`src/rtl/mem_port_arbiter.sv`:
```
// mem_port_arbiter: shares one memory port between instruction fetch and load/store,
// data side first, with a starvation counter that forces a fetch grant.
module mem_port_arbiter #(
  parameter int XLEN       = 32,
  parameter int STARVE_MAX = 4
) (
  input  logic            clk_i,
  input  logic            rst_n_i,
  input  logic            if_req_i,
  input  logic [XLEN-1:0] if_addr_i,
  input  logic            if_kill_i,
  output logic            if_gnt_o,
  output logic            if_rvalid_o,
  output logic [XLEN-1:0] if_rdata_o,
  input  logic            d_req_i,
  input  logic            d_we_i,
  input  logic [2:0]      d_len_i,
  input  logic [XLEN-1:0] d_addr_i,
  input  logic [XLEN-1:0] d_wdata_i,
  output logic            d_gnt_o,
  output logic            d_rvalid_o,
  output logic [XLEN-1:0] d_rdata_o,
  output logic            mem_req_o,
  output logic            mem_we_o,
  output logic [2:0]      mem_len_o,
  output logic [XLEN-1:0] mem_addr_o,
  output logic [XLEN-1:0] mem_wdata_o,
  input  logic            mem_ack_i,
  input  logic [XLEN-1:0] mem_rdata_i
);
  localparam int CW = $clog2(STARVE_MAX + 1);
  localparam logic [CW-1:0] SMAX = CW'(STARVE_MAX);
  typedef enum logic [1:0] {IDLE, BUSY_IF, BUSY_D} state_e;
  state_e          state_q;
  logic [CW-1:0]   starve_q, starve_d;
  logic            we_q, illegal_q, kill_q, if_rvalid_q, d_rvalid_q;
  logic [2:0]      len_q;
  logic [XLEN-1:0] addr_q, wdata_q, if_rdata_q, d_rdata_q;
  logic            idle, grant_if, grant_d, len_ok, if_done, d_done, kill_now;
  assign idle     = state_q == IDLE;
  assign grant_if = rst_n_i && idle && if_req_i && (!d_req_i || starve_q == SMAX);
  assign grant_d  = rst_n_i && idle && d_req_i && !grant_if;
  assign len_ok   = d_len_i inside {3'd1, 3'd2, 3'd4};
  assign if_done  = state_q == BUSY_IF && mem_ack_i;
  // an illegal-length access never reaches memory and retires on its own
  assign d_done   = state_q == BUSY_D && (illegal_q || mem_ack_i);
  assign kill_now = kill_q || if_kill_i;
  assign starve_d = (!if_req_i || grant_if) ? '0 :
                    (grant_d && starve_q != SMAX) ? starve_q + CW'(1) : starve_q;
  assign if_gnt_o    = grant_if;
  assign d_gnt_o     = grant_d;
  assign if_rvalid_o = if_rvalid_q;
  assign d_rvalid_o  = d_rvalid_q;
  assign if_rdata_o  = if_rdata_q;
  assign d_rdata_o   = d_rdata_q;
  assign mem_req_o   = state_q == BUSY_IF || (state_q == BUSY_D && !illegal_q);
  assign mem_we_o    = we_q;
  assign mem_len_o   = len_q;
  assign mem_addr_o  = addr_q;
  assign mem_wdata_o = wdata_q;
  always_ff @(posedge clk_i or negedge rst_n_i) begin
    if (!rst_n_i) begin
      state_q     <= IDLE;
      starve_q    <= '0;
      we_q        <= 1'b0;
      illegal_q   <= 1'b0;
      kill_q      <= 1'b0;
      len_q       <= '0;
      addr_q      <= '0;
      wdata_q     <= '0;
      if_rvalid_q <= 1'b0;
      d_rvalid_q  <= 1'b0;
      if_rdata_q  <= '0;
      d_rdata_q   <= '0;
    end else begin
      starve_q    <= starve_d;
      if_rvalid_q <= if_done && !kill_now;
      d_rvalid_q  <= d_done;
      if (if_done && !kill_now) if_rdata_q <= mem_rdata_i;
      if (d_done) d_rdata_q <= (we_q || illegal_q) ? '0 : mem_rdata_i;
      if (grant_if) begin
        state_q   <= BUSY_IF;
        we_q      <= 1'b0;
        len_q     <= 3'd4;
        addr_q    <= if_addr_i;
        wdata_q   <= '0;
        illegal_q <= 1'b0;
        kill_q    <= 1'b0;
      end else if (grant_d) begin
        state_q   <= BUSY_D;
        we_q      <= d_we_i;
        len_q     <= d_len_i;
        addr_q    <= d_addr_i;
        wdata_q   <= d_wdata_i;
        illegal_q <= !len_ok;
        kill_q    <= 1'b0;
      end else if (if_done || d_done) begin
        state_q <= IDLE;
        kill_q  <= 1'b0;
      end else if (state_q == BUSY_IF && if_kill_i) begin
        kill_q <= 1'b1;
      end
    end
  end
endmodule

```
`config.mk`:
```
export PLATFORM = sky130hd
export DESIGN_NAME = mem_port_arbiter
export DESIGN_NICKNAME = d
export VERILOG_FILES = /design/src/rtl/mem_port_arbiter.sv
export SDC_FILE = /design/constraint.sdc
export NUM_CORES = 1
export LEC_CHECK = 0
export CAP_MARGIN = 10
export CORE_ASPECT_RATIO = 0.6
export CORE_MARGIN = 2
export CORE_UTILIZATION = 36
export DETAILED_ROUTE_END_ITERATION = 7
export GPL_ROUTABILITY_DRIVEN = 1
export HOLD_SLACK_MARGIN = 0.12
export PLACE_DENSITY = 0.76
export SYNTH_ARGS = -nofsm -noshare
export SYNTH_HDL_FRONTEND = slang
export SYNTH_SLANG_ARGS = --single-unit
```
`constraint.sdc`:
```
create_clock -name clk_i -period 1.6 [get_ports clk_i]
set_input_delay 0.16 -clock clk_i [delete_from_list [all_inputs] [get_ports clk_i]]
set_output_delay 0.16 -clock clk_i [all_outputs]
set_load 0.03 [all_outputs]
```
**Word-level counts from Yosys, hierarchy flattened**

Index checks and enable logic that the tools add are counted.

- Add/subtract/negate cells: 1
- Equal/unequal tests: 7
- Mux-type cells: 20
- Reductions and logical operators: 30

Operator list:

| operator | count |
|---|---|
| $mux 32 | 5 |
| $mux 3 | 4 |
| $logic_and 1x1->1 | 11 |
| $mux 1 | 8 |
| $logic_or 1x1->1 | 7 |
| $eq 3x3->1 const B | 2 |
| $logic_not 1->1 | 6 |
| $mux 2 | 3 |
| $reduce_bool 3->1 | 2 |
| $reduce_bool 2->1 | 2 |
| $reduce_bool 4->1 | 1 |
| $add 3x1->3 const B | 1 |
| $eq 3x1->1 const B | 1 |
| $eq 3x2->1 const B | 1 |
| $ne 3x3->1 const B | 1 |
| $eq 2x1->1 const B | 1 |
| $eq 2x2->1 const B | 1 |
| $logic_not 2->1 | 1 |

- Bits in registers: 141
- Output and inout bits: 137
- Word-level logic and storage cells: 70

**Logic depth before layout (Yosys ltp)**

- Depth after elaboration: 9
- Gate-level depth with buffers: 8

**Worst setup path before layout**

No wires, ideal clock.

- Path type: reg-to-reg
- Start point: register state_q[0]
- End point: register we_q, in the netlist mem_we_o
- Setup time: 121 ps
- Arrival: 1390 ps
- Data required time: 1479 ps
- Slack: 89 ps
- Stages on the path, launching flop included: 6
- Buffers on the path: 2
- Cell sequence: dfrtp_1 -> buf_6 -> nor3b_4 -> o21ai_1 -> clkbuf_1 -> a22o_1

- Longest elaborated chain between the ends: 7

Ends and longest elaborated chain:

| what | line | text |
|---|---|---|
| start: declaration | 34 | `state_e state_q;` |
| start signal: assignment | 63 | `state_q <= IDLE;` |
| start signal: assignment | 82 | `state_q <= BUSY_IF;` |
| start signal: assignment | 90 | `state_q <= BUSY_D;` |
| $logic_not 2->1 * | 40 | `assign idle = state_q == IDLE;` |
| $logic_and 1x1->1 * | 41, 42 |  |
| $logic_and 1x1->1 (2 in series) | 41 | `assign grant_if = rst_n_i && idle && if_req_i && (!d_req_i \|\| starve_q == SMAX);` |
| $logic_not 1->1 | 42 | `assign grant_d = rst_n_i && idle && d_req_i && !grant_if;` |
| $logic_and 1x1->1 | 42 |  |
| $reduce_bool 2->1 (no line) | -- |  |
| end signal: assignment | 91 | `we_q <= d_we_i;` |
| end: declaration | 36 | `logic we_q, illegal_q, kill_q, if_rvalid_q, d_rvalid_q;` |

Every way passes the cells marked *; elsewhere a longest branch is shown, timed or not.
A chain may end at the register's enable or synchronous reset.

**Worst setup path in the final report**

- Start point: register state_q[0]
- End point: output port if_gnt_o

- Longest elaborated chain between the ends: 4

Ends and longest elaborated chain:

| what | line | text |
|---|---|---|
| $logic_not 2->1 | 40 |  |
| $logic_and 1x1->1 (3 in series) | 41 |  |
| end: declaration | 12 | `output logic if_gnt_o,` |

Every way passes these cells.

==> results.rst <==
.. list-table::
   :header-rows: 1

   * - Metric
     - Value
   * - Number of clock buffers inserted by TritonCTS
     - 17
   * - Final cycle utilization of the critical path
     - 1.05
   * - Core utilization of the finished layout
     - 0.608
   * - Number of global-route vias before repair
     - 5030
   * - Root buffer cell
     - sky130_fd_sc_hd__clkbuf_16
   * - Dominant delay contributor by cell family on the critical path
     - flip-flops
   * - Worst setup SP type
     - flip-flop
   * - Top flip-flop cell by instance count after synthesis
     - sky130_fd_sc_hd__dfrtp_1
   * - Max Root-Sink Buffers
     - 2
   * - Std-Cell Core Area
     - 15200 um2
   * - Max stage delay cell, worst path
     - sky130_fd_sc_hd__dfrtp_2
   * - Number of levels the H-tree was split into
     - 4
   * - Cell breakdown of the critical path
     - nor3b_4 > buf_4 > nand3_4 > inv_2 > buf_6
   * - CTS tree
     - done
   * - Number of routed nets with antenna violations
     - 0
   * - Outcome
     - finished, violations left
   * - Clock transition at the registers of the reported paths
     - 0.06 ns
   * - Area growth, synth to finish
     - 66.9%
   * - Transition at the pin with the smallest max-transition slack
     - 0.788 ns
   * - DRC marker count from the first detailed-route iteration
     - 220
   * - Part of the Yosys area used for sequential elements
     - 0.637
   * - Post-synthesis cell count
     - 482
   * - Placed instance count
     - 944
   * - Proportion of synthesized flip-flops having asynchronous set or reset
     - 1.00
   * - Die Height
     - 100 um
   * - Number of flip-flops and latches in the synthesized netlist
     - 141
   * - Final nets
     - 910
   * - Routability Congestion
     - 0.817
   * - Count of input and output buffers
     - 274
   * - Die outline width
     - 164 um
   * - Die area
     - 16400 um2
   * - Starting density of the core
     - 0.365
   * - Largest net degree at the start of global routing
     - 137
   * - Leak
     - 4.58 nW
   * - Grt total ovfl
     - 0
   * - Unrepaired setup endpoints after global routing
     - true
   * - Mean cell area of the mapped netlist
     - 11.5 um2
   * - Stage delay of the slowest cell on the critical path
     - 0.44 ns
   * - Net count after synthesis
     - 622
   * - Final Skew
     - 0.0127 ns
   * - Number of search-and-repair iterations in the first detailed-routing pass
     - 4
   * - Via density
     - 4.82
   * - Finished Layout Cells
     - 986
   * - Worst vdd ir
     - 1.18 mV
   * - Portion of synthesized cell area occupied by the leading cell type
     - 0.637
   * - Tightest Hold Check Type
     - input port to asynchronous set/reset pin
   * - Startpoint-to-endpoint class of the critical path
     - flip-flop to primary output
   * - Placed standard-cell area
     - 8590 um2
   * - Critical path buffer and inverter count
     - 3
   * - Main area contributors after synthesis
     - sky130_fd_sc_hd__dfrtp_1, sky130_fd_sc_hd__mux2_2, sky130_fd_sc_hd__a22o_1
   * - Fmax
     - 593 MHz
   * - Leading post-synthesis cells by instance count
     - sky130_fd_sc_hd__dfrtp_1, sky130_fd_sc_hd__nor2_1, sky130_fd_sc_hd__nand2_1
   * - Per-cell routed wire length
     - 16.7 um
   * - Number of antenna violations at the first check in global routing
     - 0
   * - Final Hold Violating Endpoints
     - 0
   * - Count of different cell masters after synthesis
     - 34
   * - Count of inserted antenna diode cells
     - 0
   * - Required time reported for the critical path endpoint
     - 1.44 ns
   * - Crit Path Max Fanout
     - 5
   * - Cell taking the most area after synthesis
     - sky130_fd_sc_hd__dfrtp_1
   * - Detailed placer's ending HPWL
     - 11600 um
   * - Most repeated cell in the gate-level netlist after synthesis
     - sky130_fd_sc_hd__dfrtp_1
   * - Total of warnings raised by yosys
     - 0
   * - Global-route wire length before repair
     - 25900 um
   * - Total global-route track usage
     - 0.200
   * - DRC violations left
     - 0
   * - Worst-Skew Late Latency
     - 0.40 ns
   * - Time the final worst path needs with I/O delays and setup
     - 1.69 ns
   * - Critical path capture point type
     - primary output
   * - Row Count
     - 35
   * - Count of boundary I/O pins
     - 275
   * - Share of layout cells above drive strength 1
     - 0.138
   * - Crit path DAT
     - 1.53 ns
   * - Number of synthesized flops with an enable pin
     - 0
   * - Total routed wirelength
     - 16500 um
   * - Synthesized area
     - 5540 um2
   * - PD cells
     - 2080 nW/um2
   * - Max capacitance violation total
     - 0
   * - TritonCTS sink count
     - 141
   * - Max-slew violations
     - 0
   * - Worst slew margin relative to its limit
     - 0.475
   * - Final setup violation count
     - 13
   * - Post-route cell area
     - 9250 um2
   * - Violations in the final reports
     - negative setup slack
   * - Setup slack of the critical path after layout
     - -0.0863 ns
   * - Total number of vias
     - 4748
[cells by family after synthesis]
group | share of synthesized area
muxes | 0.0651
adders and majority gates | 0.00452
AOI/OAI and AO/OA | 0.110
buffers and inverters | 0.0348
xor gates and xnor gates | 0.00158
DFF | 0.637
and+or+nand+nor | 0.147
[what timing repair did]
action / CTS / global route
hold endpoints to repair: 141 / 0
setup endpoints to repair: 154 / 119
gates cloned: 1 / 0
setup buffers: 9 / 0
hold buffers: 1 / 0
gates resized for setup: 127 / 20
pin swaps: 3 / 3
[registers in the layout, summed over array words and instances, names as in the netlist]
register,flops
if_rvalid_o,1
d_rvalid_o,1
mem_we_o,1
state_q,2
mem_wdata_o,32
starve_q,3
mem_addr_o,32
illegal_q,1
if_rdata_o,32
d_rdata_o,32
mem_len_o,3
kill_q,1
[final timing paths]
kind                       depth (start not counted)                 startpoint  slack, ns                     endpoint
hold / removal                                     2                    rst_n_i       0.20      starve_q[2]$_DFFE_PN0P_
setup / recovery                                   5     state_q[0]$_DFFE_PN0P_      -0.09                     if_gnt_o
min in group clk_i                                 3             mem_rdata_i[4]       0.34     d_rdata_o[4]$_DFFE_PN0P_
setup reg to reg                                   7     state_q[0]$_DFFE_PN0P_      -0.02  mem_wdata_o[13]$_DFFE_PN0P_
hold reg to reg                                    2  d_rdata_o[11]$_DFFE_PN0P_       0.46    d_rdata_o[11]$_DFFE_PN0P_
max in group asynchronous                          3                    rst_n_i       0.33   mem_addr_o[31]$_DFFE_PN0P_
[cell type report]
| class | instances | area, um2 |
|---|---|---|
| multi-input cells | 304 | 1860 |
| clock inverters | 13 | 201 |
| repair buffers | 300 | 2940 |
| clock buffers | 19 | 433 |
| inverters | 6 | 22.5 |
| well taps | 203 | 254 |
| flip-flops and latches | 141 | 3530 |
| fillers | 1233 | 5950 |
[power breakdown]
part           switching, mW  leakage, nW  internal [mW]
Combinational           5.60         2.55           3.35
Sequential             0.933         1.74           5.17
Clock                   1.56        0.303           2.66
[layer usage]
layer / GRT usage / up-vias / wire length [um]
met5: 0 / - / 0
met4: 0.0418 / 0 / 49
met3: 0.0649 / 2 / 1470
met2: 0.345 / 185 / 8040
met1: 0.248 / 2311 / 6930
li1: - / 2250 / -
[stage by stage]
| step | setup WS (ns) | power (mW) | hold slack (ns) | TNS (ns) |
|---|---|---|---|---|
| final | -0.0863 | 19.3 | 0.197 | -0.240 |
| after CTS | -0.0989 | 19.5 | 0.174 | -0.323 |
| after global placement | 0.0426 | 15.8 | -0.0393 | 0 |
| after detailed placement | -0.0674 | 16.0 | -0.0381 | -1.67 |
| after floorplan | 0.0892 | 11.4 | -0.136 | 0 |
| after global routing | -0.163 | 20.3 | 0.199 | -4.07 |
[worst register-to-register path: stages, from the launching register on]
cell                      delay, ns
sky130_fd_sc_hd__dfrtp_2       0.44
sky130_fd_sc_hd__nor3b_4       0.22
sky130_fd_sc_hd__buf_4         0.16
sky130_fd_sc_hd__buf_4         0.10
sky130_fd_sc_hd__buf_4         0.11
sky130_fd_sc_hd__o21ai_2       0.09
sky130_fd_sc_hd__buf_12        0.18
sky130_fd_sc_hd__a22o_1        0.21
[cell usage in the layout, fill, tap and decap left out, types with 3 or more instances in the layout]
master,instances
sky130_fd_sc_hd__nand2b_1,4
sky130_fd_sc_hd__mux2_2,32
sky130_fd_sc_hd__bufinv_16,4
sky130_fd_sc_hd__clkdlybuf4s50_1,138
sky130_fd_sc_hd__dlygate4sd2_1,116
sky130_fd_sc_hd__a22o_1,36
sky130_fd_sc_hd__buf_6,3
sky130_fd_sc_hd__o22ai_1,32
sky130_fd_sc_hd__nand2_1,65
sky130_fd_sc_hd__inv_6,4
sky130_fd_sc_hd__o21ai_0,5
sky130_fd_sc_hd__buf_4,17
sky130_fd_sc_hd__dlymetal6s2s_1,16
sky130_fd_sc_hd__dfrtp_1,139
sky130_fd_sc_hd__buf_12,8
sky130_fd_sc_hd__nand3_1,33
sky130_fd_sc_hd__nor2_1,70
sky130_fd_sc_hd__clkbuf_16,17
sky130_fd_sc_hd__inv_2,5
No activity file was read; power rests on OpenSTA's default activity.
